`src/rtl/tx_nibble_feeder.sv`:
```
// tx_nibble_feeder
//   Feeds one transmit lane's 4:1 serializer. Parallel words arrive over a
//   valid/ready handshake into a small word FIFO. A shifter then sends each
//   word as one 4-bit nibble per clk, least significant nibble first. When no
//   word is available the lane carries IDLE_PAT. pwd gates the lane: it
//   flushes the FIFO, drops any word in flight and drives the serializer
//   power-down.
//
// Ports
//   clk        lane word clock (serializer domain)
//   rst_n      asynchronous active-low reset
//   pwd        lane power-down request, sampled every clk
//   in_valid   input word valid
//   in_ready   input word ready (!full && !pwd)
//   in_data    input word, WORD_W bits
//   ser_data   registered nibble to the serializer data port
//   ser_pwd    registered serializer power-down
//   busy       shifter holds a word being sent
//   fifo_level words currently stored in the FIFO
//
// States
//   S_IDLE | no word in the shifter; drive IDLE_PAT (or 0 while powered down)
//   S_SEND | shifter holds a word; one nibble per clk, cnt = nibble on ser_data
module tx_nibble_feeder #(
  parameter int         WORD_W     = 16,
  parameter int         FIFO_DEPTH = 4,
  parameter logic [3:0] IDLE_PAT   = 4'b0101
) (
  input  logic                          clk,
  input  logic                          rst_n,
  input  logic                          pwd,
  input  logic                          in_valid,
  output logic                          in_ready,
  input  logic [WORD_W-1:0]             in_data,
  output logic [3:0]                    ser_data,
  output logic                          ser_pwd,
  output logic                          busy,
  output logic [$clog2(FIFO_DEPTH):0]   fifo_level
);

  localparam int AW  = $clog2(FIFO_DEPTH);
  localparam int NIB = WORD_W / 4;
  localparam int CW  = (NIB > 1) ? $clog2(NIB) : 1;
  localparam logic [CW-1:0] CNT_LAST = CW'(NIB - 1);

  typedef enum logic {S_IDLE, S_SEND} state_t;

  state_t              state, state_nxt;
  logic [CW-1:0]       cnt, cnt_nxt;
  logic [WORD_W-1:0]   shreg, shreg_nxt;
  logic [3:0]          ser_data_nxt;
  logic [AW:0]         wptr, rptr, rptr_nxt;
  logic [WORD_W-1:0]   mem [FIFO_DEPTH];
  logic [WORD_W-1:0]   rd_word;
  logic                full, empty, push, pop;

  // Pointers carry one extra wrap bit so that full and empty are distinct.
  assign fifo_level = wptr - rptr;
  assign empty      = (wptr == rptr);
  assign full       = (fifo_level == (AW+1)'(FIFO_DEPTH));
  assign in_ready   = !full && !pwd;
  assign push       = in_valid && in_ready;
  assign rd_word    = mem[rptr[AW-1:0]];
  assign busy       = (state == S_SEND);

  always_comb begin
    state_nxt    = state;
    cnt_nxt      = cnt;
    shreg_nxt    = shreg;
    ser_data_nxt = ser_data;
    rptr_nxt     = rptr;
    pop          = 1'b0;

    if (pwd) begin
      // Flush and drop the word in flight; nothing is completed partially.
      state_nxt    = S_IDLE;
      cnt_nxt      = '0;
      ser_data_nxt = 4'b0;
      rptr_nxt     = wptr;
    end else begin
      unique case (state)
        S_IDLE: begin
          if (!empty) begin
            pop          = 1'b1;
            cnt_nxt      = '0;
            ser_data_nxt = rd_word[3:0];
            shreg_nxt    = rd_word >> 4;
            state_nxt    = S_SEND;
          end else begin
            ser_data_nxt = IDLE_PAT;
          end
        end
        S_SEND: begin
          if (cnt != CNT_LAST) begin
            cnt_nxt      = cnt + 1'b1;
            ser_data_nxt = shreg[3:0];
            shreg_nxt    = shreg >> 4;
          end else if (!empty) begin
            // Reload straight from the FIFO so back-to-back words have no gap.
            pop          = 1'b1;
            cnt_nxt      = '0;
            ser_data_nxt = rd_word[3:0];
            shreg_nxt    = rd_word >> 4;
          end else begin
            state_nxt    = S_IDLE;
            ser_data_nxt = IDLE_PAT;
          end
        end
      endcase
      if (pop) rptr_nxt = rptr + 1'b1;
    end
  end

  always_ff @(posedge clk or negedge rst_n) begin
    if (!rst_n) begin
      state    <= S_IDLE;
      cnt      <= '0;
      shreg    <= '0;
      ser_data <= 4'b0;
      ser_pwd  <= 1'b1;
      wptr     <= '0;
      rptr     <= '0;
    end else begin
      state    <= state_nxt;
      cnt      <= cnt_nxt;
      shreg    <= shreg_nxt;
      ser_data <= ser_data_nxt;
      ser_pwd  <= pwd;
      rptr     <= rptr_nxt;
      if (push) wptr <= wptr + 1'b1;
    end
  end

  // Storage is not reset; zeroed pointers make stale entries unreachable.
  always_ff @(posedge clk) begin
    if (push) mem[wptr[AW-1:0]] <= in_data;
  end

endmodule

```
`config.mk`:
```
export PLATFORM = sky130hd
export DESIGN_NAME = tx_nibble_feeder
export DESIGN_NICKNAME = d
export VERILOG_FILES = /design/src/rtl/tx_nibble_feeder.sv
export SDC_FILE = /design/constraint.sdc
export NUM_CORES = 1
export LEC_CHECK = 0
export CORE_MARGIN = 8
export CORE_UTILIZATION = 45
export DETAILED_ROUTE_END_ITERATION = 8
export GPL_TIMING_DRIVEN = 0
export PLACE_DENSITY = 0.65
export SLEW_MARGIN = 20
export SYNTH_ARGS = -nofsm -noshare
export SYNTH_HDL_FRONTEND = slang
export SYNTH_SLANG_ARGS = --single-unit
```
`constraint.sdc`:
```
create_clock -name clk -period 6.6 [get_ports clk]
set_input_delay 1.32 -clock clk [delete_from_list [all_inputs] [get_ports clk]]
set_output_delay 1.32 -clock clk [all_outputs]
set_load 0.1 [all_outputs]
```
==> results_dict.tcl, run 1 <==
set metrics [dict create \
    status "finished, final reports clean" \
    port_buffers 29 \
    power.internal_mw 1.25 \
    min_period_ns 4.76 \
    cap_viol_max_count 0 \
    area_growth_pct 15.5 \
    hpwl_um 4390 \
    switching_share_pct 41.4 \
    cts_tree "yes" \
    die_height_um 107 \
    wirelength_um 6800 \
    fp.dieArea_mm2 0.0115 \
    post-route-period-util_pct 72.2 \
    fill_cells 683 \
    io_pins 30 \
    skew_ns 0.00581 \
    synth_edf_count 64 \
    cts_sinks 94 \
    grt_max_degree 31 \
    diodes 0 \
    gr-usage-all-layers_pct 12.6 \
    final_core_util_pct 53.2 \
    grt_antenna_before_repair 0 \
    critPathKind "in -> out" \
    yosysTopAreaCell "edfxtp_1" \
    finalNetCount 276 \
    clock_latency_ns 0.35 \
    p_leak_nw 1.58 \
    overflow 0 \
    setup_tns_ns 0 \
    ctsResizeCount 0 \
    ys.warnings.count 0 \
    first_pass_iters 4 \
    cp-end-kind "output pin" \
    hold_viol 0 \
    num_rows 33 \
    cp-start-kind "primary input" \
    cts.path.max_buffers 2 \
    combPwrFrac_pct 46.2 \
    vias_per_cell 5.41 \
    arrival_ns 3.44 \
    slew_headroom_pct 32.5 \
    synth_top_cell_area_share_pct 51.1 \
    grt_pass1_vias 2064 \
    synth_nets 236 \
    seqPwrFrac_pct 38.4 \
    drive_above_1_share_pct 17.1 \
    numCtsBuffers 9 \
    synth_commonest_cells "edfxtp_1, dfrtp_1, o22a_1, mux4_2, ha_1" \
    peakVddDrop_v 0.000275 \
    setup_viol 0 \
    cp.required_ns 5.28 \
    ys_seq_area_share_pct 71.0 \
    synth_seq_cells 94 \
    fmax_ghz 0.210 \
    cts_post_setup_buffers_inserted 0 \
    slew_violations 0 \
    post-route-drc-count 0 \
    wire_per_inst_um 19.1 \
    power.density_mw_per_mm2 490 \
    antenna_left 0 \
    rsz0062_at_grt "false" \
    syn_inst 207 \
    critPathMaxFanout 8 \
    initialDrtViolationCount 65 \
    synth.avg_cell_area_um2 18.2 \
    clockRootBuffer "clkbuf_8" \
    vias 1933 \
    async_reset_ff_share_pct 31.9 \
    cts_max_level 3 \
    reg2reg_slack_ns 3.63 \
    netlist_area_mm2 0.00376 \
    clkPwrFrac_pct 15.4 \
    netlist_top_cells_area "edfxtp_1, dfrtp_1, mux4_2" \
    core-area_mm2 0.00818 \
    synth_cell_type_count 33 \
    initial_core_util_pct 46.0 \
    synth.most_common_cell "edfxtp_1" \
    grt_pass1_wl_um 11000 \
    routabilityCongestion 0.745 \
    hp-class "reg -> reg" \
    power_switching_uw 881 \
    die_x_um 107 \
    hold_buffers 0 \
    worst_pin_slew_ns 1.01 \
    clk_pin_slew_ns 0.09 \
    synth_ff_type "edfxtp_1" \
]
## sequential cells by signal (all words and copies together) (netlist names)
signal and cells:
mem 64, shreg 16, ser_data 4, rptr 3, wptr 3, cnt 2, busy 1, ser_pwd 1
## metrics by stage
step	hold slack [ns]	total power [mW]	cells	area [um^2]	worst slack, ns
after floorplan	0.454	1.59	207	3760	2.95
after global placement	0.471	1.82	341	4190	1.81
after detailed placement	0.472	1.83	341	4180	1.81
after CTS	0.497	2.15	357	4350	1.81
after global routing	0.506	2.24	357	4350	1.75
final	0.490	2.13	357	4350	1.84
## worst paths after layout
kind                                start     endpoint  cells after the start
worst max-delay path                  pwd     in_ready                      4
worst min-delay path            shreg[15]    shreg[15]                      1
worst max register to register    wptr[0]    mem[3][4]                      6
worst min register to register  shreg[15]    shreg[15]                      1
max in group asynchronous           rst_n  ser_data[0]                      1
min in group asynchronous           rst_n  ser_data[1]                      1
## layout make-up
cell class | count | area, um^2 | area share, %
plain buffers | 11 | 58.8 | 1.35
clock buffers | 10 | 128 | 2.94
clock inverters | 6 | 38.8 | 0.892
inverters | 6 | 22.5 | 0.518
multi-input cells | 96 | 1010 | 23.2
flip-flops and latches | 94 | 2670 | 61.5
well taps | 105 | 131 | 3.02
repair buffers | 29 | 285 | 6.56
## power groups by stage
stage | clock network, mW | logic (mW) | registers [mW]
after floorplan | 0 | 0.690 | 0.904
after global placement | 0 | 0.987 | 0.830
after detailed placement | 0 | 0.993 | 0.833
after CTS | 0.337 | 0.996 | 0.819
after global routing | 0.360 | 1.05 | 0.832
final | 0.328 | 0.984 | 0.819
## layout by cell type, fill, tap and decap left out, types with 2 or more instances in the layout
| master | count |
|---|---|
| a21oi_1 | 4 |
| and2_1 | 4 |
| and3_1 | 4 |
| buf_2 | 3 |
| buf_4 | 2 |
| clkbuf_1 | 6 |
| clkbuf_8 | 9 |
| clkdlybuf4s50_1 | 28 |
| clkinv_2 | 3 |
| clkinvlp_4 | 2 |
| dfrtp_1 | 29 |
| edfxtp_1 | 64 |
| ha_1 | 8 |
| inv_1 | 6 |
| mux4_2 | 16 |
| nand2_1 | 7 |
| nand2b_1 | 4 |
| nand3_1 | 2 |
| nor2_1 | 3 |
| o21ai_0 | 3 |
| o22a_1 | 24 |
| o22ai_1 | 2 |
| xor2_1 | 4 |
## routing by layer
| metal | GRT usage [%] | vias up | wire, um |
|---|---|---|---|
| met2 | 19.9 | 39 | 3390 |
| met4 | 5.65 | 0 | 123 |
| met5 | 0 | - | 0 |
| li1 | - | 888 | - |
| met1 | 16.3 | 998 | 3000 |
| met3 | 3.05 | 8 | 280 |
## kinds of logic (layout without fill, tap and decap cells)
group	after synthesis	in the layout	share of synthesized area, %
flip-flops	94	94	71.0
AND/OR/NAND/NOR	26	26	3.59
XOR/XNOR	6	6	1.83
multiplexers	18	18	10.1
AO/OA/AOI/OAI	37	37	8.05
buffers and inverters	17	62	2.16
adder cells (fa/ha/maj)	9	9	3.19
## worst max-delay path, cell delays in order
cell             delay [ns]
clkdlybuf4s50_1        0.42
buf_1                  0.24
a31oi_4                0.28
clkdlybuf4s50_1        1.18
(Power assumes the default switching activity.)
==> inputs of run 2 (changes only) <==
==> constraint.sdc (replaced) <==
create_clock -name clk -period 4.9 [get_ports clk]
set_input_delay 0.98 -clock clk [delete_from_list [all_inputs] [get_ports clk]]
set_output_delay 0.98 -clock clk [all_outputs]
set_load 0.1 [all_outputs]
==> results of run 2 <==
Same layout as run 1 (identical final DEF). Status: finished, final reports clean.
Main changes from that run: setup slack after placement 1.81 ns -> 0.794 ns; setup slack after layout 1.84 ns -> 0.673 ns; start point of the critical path pwd -> wptr[0]; register-to-register setup slack 3.63 ns -> 1.93 ns; total power 2.13 mW -> 2.87 mW; worst IR drop on VDD 0.000275 V -> 0.000371 V
